--- config.mk ---
export PLATFORM = sky130hd
export DESIGN_NAME = neptuno_joy_scanner
export DESIGN_NICKNAME = d
export VERILOG_FILES = /design/src/rtl/neptuno_joy_scanner.sv
export SDC_FILE = /design/constraint.sdc
export NUM_CORES = 1
export LEC_CHECK = 0
export ABC_AREA = 0
export CAP_MARGIN = 20
export CORE_UTILIZATION = 25
export CTS_BUF_LIST = sky130_fd_sc_hd__clkbuf_8 sky130_fd_sc_hd__clkbuf_16
export DETAILED_ROUTE_END_ITERATION = 8
export PLACE_DENSITY = 0.43
export SYNTH_ARGS = -nofsm -noshare
export SYNTH_HDL_FRONTEND = slang
export SYNTH_SLANG_ARGS = --single-unit
--- constraint.sdc ---
create_clock -name CLOCK_50 -period 1.7 [get_ports CLOCK_50]
set_input_delay 0.255 -clock CLOCK_50 [delete_from_list [all_inputs] [get_ports CLOCK_50]]
set_output_delay 0.255 -clock CLOCK_50 [all_outputs]
set_load 0.1 [all_outputs]
--- src/rtl/neptuno_joy_scanner.sv ---
// Serial joystick scanner for the Neptuno 2 shift-register chain.
// Alternates JOY_SEL between frames: the H frame (SEL=1) yields directions
// plus B/C, the L frame (SEL=0) yields Megadrive detect plus A/Start.
// joy1/joy2 only change after a complete L frame, so a partial frame or a
// mismatched H/L pair is never presented to the core.
// There is no valid/ready handshake: joy_valid is a one-cycle strobe with
// no back-pressure, and joy1/joy2 stay stable until the next strobe.
module neptuno_joy_scanner #(
  parameter int CLK_DIV   = 250,
  parameter int GAP_TICKS = 4
) (
  input  logic       CLOCK_50,
  input  logic       RESET_N,
  input  logic       JOY_DATA,
  output logic       JOY_CLK,
  output logic       JOY_LOAD,
  output logic       JOY_SEL,
  output logic [8:0] joy1,
  output logic [8:0] joy2,
  output logic       joy_valid,
  output logic [1:0] o_dbg_state
);

  localparam int DIV_W = $clog2(CLK_DIV);
  localparam int CNT_W = $clog2(GAP_TICKS);

  typedef enum logic [1:0] {
    ST_LOAD  = 2'd0,
    ST_SHIFT = 2'd1,
    ST_GAP   = 2'd2
  } state_t;

  // tick generator
  logic [DIV_W-1:0] r_div;
  logic             w_tick;

  // input synchronizer
  logic r_sync1;
  logic r_sync2;

  // sequencer
  state_t           r_state;
  state_t           w_state_nxt;
  logic [CNT_W-1:0] r_cnt;
  logic [CNT_W-1:0] w_cnt_nxt;
  logic [3:0]       r_bit;
  logic [3:0]       w_bit_nxt;
  logic             r_half;
  logic             w_half_nxt;
  logic             w_sample;
  logic             w_frame_done;
  logic             w_clk_nxt;
  logic             w_load_nxt;

  // chain pins
  logic r_clk;
  logic r_load;
  logic r_sel;

  // capture, staging and results
  logic [15:0] r_frame;
  logic [5:0]  r_stage1;
  logic [5:0]  r_stage2;
  logic [8:0]  r_joy1;
  logic [8:0]  r_joy2;
  logic        r_valid;
  logic        w_md1;
  logic        w_md2;
  logic [8:0]  w_l_word1;
  logic [8:0]  w_l_word2;
  logic        w_unused_bits;

  assign w_tick = (r_div == DIV_W'(CLK_DIV - 1));

  // Free-running divider producing one tick per JOY_CLK half-period.
  always_ff @(posedge CLOCK_50) begin
    if (!RESET_N) begin
      r_div <= '0;
    end else if (w_tick) begin
      r_div <= '0;
    end else begin
      r_div <= r_div + 1'b1;
    end
  end

  // Two-flop synchronizer for the asynchronous chain output.
  always_ff @(posedge CLOCK_50) begin
    if (!RESET_N) begin
      r_sync1 <= 1'b1;
      r_sync2 <= 1'b1;
    end else begin
      r_sync1 <= JOY_DATA;
      r_sync2 <= r_sync1;
    end
  end

  // Next-state logic; only applied on ticks. Pin levels are decoded from
  // the next state so the pins are registered alongside the state.
  always_comb begin
    w_state_nxt  = r_state;
    w_cnt_nxt    = r_cnt;
    w_bit_nxt    = r_bit;
    w_half_nxt   = r_half;
    w_sample     = 1'b0;
    w_frame_done = 1'b0;
    unique case (r_state)
      ST_LOAD: begin
        if (r_cnt == CNT_W'(1)) begin
          w_state_nxt = ST_SHIFT;
          w_cnt_nxt   = '0;
          w_bit_nxt   = 4'd0;
          w_half_nxt  = 1'b0;
        end else begin
          w_cnt_nxt = r_cnt + 1'b1;
        end
      end
      ST_SHIFT: begin
        if (!r_half) begin
          // End of the low half: data has settled since the falling edge.
          w_sample   = 1'b1;
          w_half_nxt = 1'b1;
        end else if (r_bit == 4'd15) begin
          w_state_nxt  = ST_GAP;
          w_cnt_nxt    = '0;
          w_half_nxt   = 1'b0;
          w_frame_done = 1'b1;
        end else begin
          w_bit_nxt  = r_bit + 4'd1;
          w_half_nxt = 1'b0;
        end
      end
      ST_GAP: begin
        if (r_cnt == CNT_W'(GAP_TICKS - 1)) begin
          w_state_nxt = ST_LOAD;
          w_cnt_nxt   = '0;
        end else begin
          w_cnt_nxt = r_cnt + 1'b1;
        end
      end
      default: begin
        w_state_nxt = ST_GAP;
        w_cnt_nxt   = '0;
      end
    endcase
    w_clk_nxt  = (w_state_nxt == ST_SHIFT) && w_half_nxt;
    w_load_nxt = (w_state_nxt != ST_LOAD);
  end

  // Sequencer state register, advanced on ticks only.
  always_ff @(posedge CLOCK_50) begin
    if (!RESET_N) begin
      r_state <= ST_GAP;
      r_cnt   <= '0;
      r_bit   <= 4'd0;
      r_half  <= 1'b0;
    end else if (w_tick) begin
      r_state <= w_state_nxt;
      r_cnt   <= w_cnt_nxt;
      r_bit   <= w_bit_nxt;
      r_half  <= w_half_nxt;
    end
  end

  // Chain control pins; SEL flips on the tick that ends a frame.
  always_ff @(posedge CLOCK_50) begin
    if (!RESET_N) begin
      r_clk  <= 1'b0;
      r_load <= 1'b1;
      r_sel  <= 1'b1;
    end else if (w_tick) begin
      r_clk  <= w_clk_nxt;
      r_load <= w_load_nxt;
      if (w_frame_done) begin
        r_sel <= ~r_sel;
      end
    end
  end

  // Frame capture; buttons are active low on the wire, stored active high.
  always_ff @(posedge CLOCK_50) begin
    if (!RESET_N) begin
      r_frame <= '0;
    end else if (w_tick && w_sample) begin
      r_frame[r_bit] <= ~r_sync2;
    end
  end

  // A pad is Megadrive when Left and Right read pressed in the L frame.
  assign w_md1     = r_frame[2] & r_frame[3];
  assign w_md2     = r_frame[10] & r_frame[11];
  assign w_l_word1 = {w_md1, w_md1 & r_frame[5], w_md1 & r_frame[4], r_stage1};
  assign w_l_word2 = {w_md2, w_md2 & r_frame[13], w_md2 & r_frame[12], r_stage2};

  // The unused chain positions are shifted in but carry no buttons.
  assign w_unused_bits = ^{r_frame[7:6], r_frame[15:14]};

  // Stage the H frame; publish H+L together when an L frame completes.
  always_ff @(posedge CLOCK_50) begin
    if (!RESET_N) begin
      r_stage1 <= '0;
      r_stage2 <= '0;
      r_joy1   <= '0;
      r_joy2   <= '0;
      r_valid  <= 1'b0;
    end else begin
      r_valid <= 1'b0;
      if (w_tick && w_frame_done) begin
        if (r_sel) begin
          r_stage1 <= r_frame[5:0];
          r_stage2 <= r_frame[13:8];
        end else begin
          r_joy1  <= w_l_word1;
          r_joy2  <= w_l_word2;
          r_valid <= 1'b1;
        end
      end
    end
  end

  assign JOY_CLK     = r_clk;
  assign JOY_LOAD    = r_load;
  assign JOY_SEL     = r_sel;
  assign joy1        = r_joy1;
  assign joy2        = r_joy2;
  assign joy_valid   = r_valid;
  assign o_dbg_state = r_state;

endmodule

# Word-level counts from Yosys, hierarchy flattened
# Cells that the tools add are included.
# op_classes
addsub,3
reduce_logical,14
n_mux,25
n_bitwise,9
magnitude_cmp,2
eq_ne,11
# op_table
op,count
bitwise mux 16 bit,1
two-way mux 2 bit,8
two-way mux 4 bit,3
case mux 2 bit (3 select lines),2
adder 8 x 1 -> 8 bit (second input constant),1
== test 8 bit (second input constant),1
two-way mux 1 bit,8
!= test 2 bit (second input constant),4
case mux 4 bit (2 select lines),1
AND reduction 2 bit,4
bitwise AND 1 bit,6
== test 2 x 1 -> 1 bit (second input constant),3
< comparator 4 x 5 -> 1 bit (second input constant),1
AND reduction 5 bit,1
adder 4 x 1 -> 4 bit (second input constant),1
demux 1 bit (select 4 bit),1
== test 2 bit (second input constant),2
== test 4 bit (second input constant),1
>= comparator 4 x 1 -> 1 bit (second input constant),1
logical AND 1 bit,4
nonzero test 2 bit,2
inverter 1 bit,3
AND reduction 3 bit,1
adder 2 x 1 -> 2 bit (second input constant),1
3 further kinds,3
# word_totals
register_bits,69
output_inout_bits,24
inputBits,3

# Depth between registers and ports, before layout
# depth
depth_word,6
depth_mapped,8

# Least setup slack after synthesis
# No wires, ideal clock.
# synth_path
kind,register to register
start,"register r_state[0], in the netlist o_dbg_state[0]"
end,register r_stage1[2]
n_path_buf,3
t_required_ns,1.628
arrival_ns,2.266
setup_time_ns,0.072
period_less_slack_ns,2.337
path_stages_with_launch,8
path_slack_ns,-0.637
cell_sequence,dfxtp_1 -> buf_2 -> nand2b_4 -> nor3_2 -> and3_1 -> buf_2 -> buf_4 -> mux2i_1
# synth_via
elab_chain_cells,4
# synth_rtl
item,line_no,source
from (decl),42,state_t r_state;
from (signal assigned),157,r_state <= w_state_nxt;
== test 2 x 1 -> 1 bit,106,unique case (r_state)
two-way mux 1 bit,106,
logical AND 1 bit,207,if (w_tick && w_frame_done) begin
AND reduction 2 bit (no source line),n/a,
to (signal assigned),209,r_stage1 <= r_frame[5:0];
to (decl),62,logic [5:0] r_stage1;
# No other way between the ends.
# A chain may end at the register's enable or synchronous reset.

# Final worst setup path
# layout_path
start,register r_div[1]
end,"register r_joy2[3], in the netlist joy2[3]"
# layout_via
elab_chain_cells,3
# layout_rtl
item,line_no,source
from (decl),34,logic [DIV_W-1:0] r_div;
from (signal assigned),82,r_div <= r_div + 1'b1;
== test 8 bit,73,assign w_tick = (r_div == DIV_W'(CLK_DIV - 1));
logical AND 1 bit,207,
AND reduction 2 bit (no source line),n/a,
to (signal assigned),213,r_joy2 <= w_l_word2;
to (decl),65,logic [8:0] r_joy2;
# No other way between the ends.

==> run metrics <==
number of diodes=0; Power Density=814 nW/um^2; Tmin final=1630 ps; share of cells above drive strength 1=25.0%; CTS tree=yes; Hold Path Stages=1; Post-Syn Instances=285; first-pass GRT wire length=10300 microns; Layout Area Growth over Synthesis=39.8%; Final setup violation count=0; skew final=15.3 ps; hold_sp=r_sync1; die height=107 microns; Initial Utilization=26.2%; Cells after DPL=450; Arr. time, crit path=1870 ps; Layout Nets=339; Seq/Total Area, Yosys=47.5%; Hold Path Sink=r_sync2; Post-Synth Simple-Gate Area=20.1%; Synth cell types=46; startpoint types=flip-flop; Post-synth ARST share=0%; most common cell in the netlist=dfxtp_1; DRT Wirelength=6100 microns; H-tree depth=3; drt initial violations=59; number of CTS-inserted buffers=9; largest family of logic cells by synthesized area=simple AND/OR/NAND/NOR gates; Synth Area in XOR/XNOR=2.24%; Worst-Margin Slew=360 ps; First-pass DRT Iterations=4; top post-synthesis cells by count=dfxtp_1, nand2_1, nor2_1; root buf cell=clkbuf_8; Pleak=1.40 nW; Port Buffers=26; DR WL/cell=13.0 microns; Slew Viols, Final=0; Final ANT Viol Nets=0; DP HPWL=4430 microns; Reg-to-Reg Start=r_div[1]; clk sink count=65; CP endpoint kind=flip-flop; maximum clock insertion buffer count=2; f_max=0.613 GHz; number of global-route vias before repair=2055; FP Rows=37; DRC Markers=0; RSZ-0062 raised after global routing=yes; post-synthesis average cell area=9.61 sq um; largest net degree at the start of global routing=27; Worst Reg-to-Reg Cells=7; CTS clk-pin slew, worst paths=80 ps; Core ar.=10500 sq um; area leader, netlist=dfxtp_1; clock latency on the worst-skew pair=340 ps; Cell Area, Synth=2740 sq um; ranking of synthesized cells by area=dfxtp_1, mux2i_1, nand2_1; GRT Overall Usage=11.6%; Adder-Cell Fraction of Synth Area=4.11%; WHS=416 ps; post-synthesis mux area share=5.53%; final hold violation count=0; final core occ=36.6%; CP Class=flip-flop to flip-flop; via-per-instance ratio=4.58; total nets after synthesis=297; Top FF cell, synth=dfxtp_1; r2r setup slk=70 ps; post-synth top area share=47.5%; min-delay worst type=flip-flop to flip-flop; antenna violations before repair=0; Slew HR=75.9%; flops & latches, synth=65; Overflow after GRT=0; status=completed; total power=3.11 mW; Final Wtd Congestion=0.735; die width=107 microns; final worst-path cycle share=95.9%; yosys warns=0; Synth Area in Compound Gates=15.9%; IR drop worst, VDD=0.455 mV; Hold-fix buffers, CTS=0; number of synthesized flops with an enable pin=0; die footprint=11400 sq um; I/O Pins=27; Vias=2142; Max Cap Viol=0; Layout Cells excl Fill=468; crit path max fanout=18; Crit path required time=1940 ps; reg-to-reg endpoint=joy2[3]
[report_power, final]
group | leakage [nW] | internal, mW | switching, mW
clock network | 0.115 | 0.841 | 0.657
registers | 0.525 | 1.53 | 0.00796
logic | 0.763 | 0.0354 | 0.0465
total | 1.40 | 2.40 | 0.711
[state kept, by name, indices dropped and copies added, names as in the netlist]
signal       flops
r_sync1          1
r_sync2          1
r_cnt            2
r_stage1         6
JOY_SEL          1
joy_valid        1
r_frame         12
joy1             9
r_bit            4
JOY_LOAD         1
r_stage2         6
JOY_CLK          1
o_dbg_state      2
r_half           1
joy2             9
r_div            8
[worst max path at each step]
stage	from	endpoint	slack, ps	cells past startpoint
after CTS	r_div[1]	r_bit[0]	2	7
after floorplan	o_dbg_state[1]	joy1[2]	-70	6
after global placement	r_div[1]	r_bit[3]	70	6
final	r_div[1]	joy2[3]	70	7
after global routing	r_div[1]	r_stage2[2]	-30	7
after detailed placement	r_div[1]	r_cnt[1]	20	6
[cell usage in the layout, fill, tap and decap left out, types with 3 or more instances in the layout]
cell type and instances:
a211oi_1 4, o21ai_0 6, mux2i_1 14, nand2b_1 3
xnor2_1 5, nand2_1 34, dfxtp_2 3, ha_1 7
clkbuf_8 9, nor2_1 27, or3_1 4, inv_1 9
nand3_1 8, a31oi_1 10, a21oi_1 9, inv_6 3
and4_1 5, a22o_1 12, buf_12 28, o2bb2ai_1 6
nor3_1 4, dfxtp_1 60, buf_4 16, a311oi_1 4
[cell families after synthesis]
kind of cell               count (synthesis)
AOI/OAI and AO/OA                         59
xor gates and xnor gates                   7
adders and majority gates                  9
buffers and inverters                     27
DFF                                       65
muxes                                     15
and+or+nand+nor                          103
[worst max-delay path, cell delays in order, from the launching register on]
cell	delay, ps
dfxtp_2	330
inv_2	60
ha_4	120
nand3b_1	200
nor2_4	270
a31oi_2	150
buf_12	180
a22o_1	220
[metrics by stage]
stage	setup TNS (ps)	cell area (sq um)	worst slack [ps]
finish	0	3830	69.8
global route	-242	3830	-26.0
CTS	0	3760	2.35
detailed placement	0	3530	25.0
global placement	0	3530	68.6
floorplan	-969	2760	-69.4
[cell type report]
class / count / area, sq um
Clock inverter: 7 / 100
Tap cell: 136 / 170
Clock buffer: 9 / 124
Multi-Input combinational cell: 193 / 1360
Sequential cell: 65 / 1310
Fill cell: 1061 / 6630
Inverter: 11 / 41.3
Timing Repair Buffer: 47 / 726
[timing repair]
item | CTS | global route
resized for setup | 0 | 11
buffers inserted | 0 | 1
endpoints found under the setup margin | 0 | 46
[metal layers]
metal  GRT usage (%)  vias to the layer above  part of all wire, %
met5               0                        -                    0
met4            4.11                        0                 0.92
met3            3.47                        4                  3.3
met2            19.0                       33                   48
met1            14.5                      989                   48
li1                -                     1116                    -
Note: power is estimated with default switching activity, not from simulation.
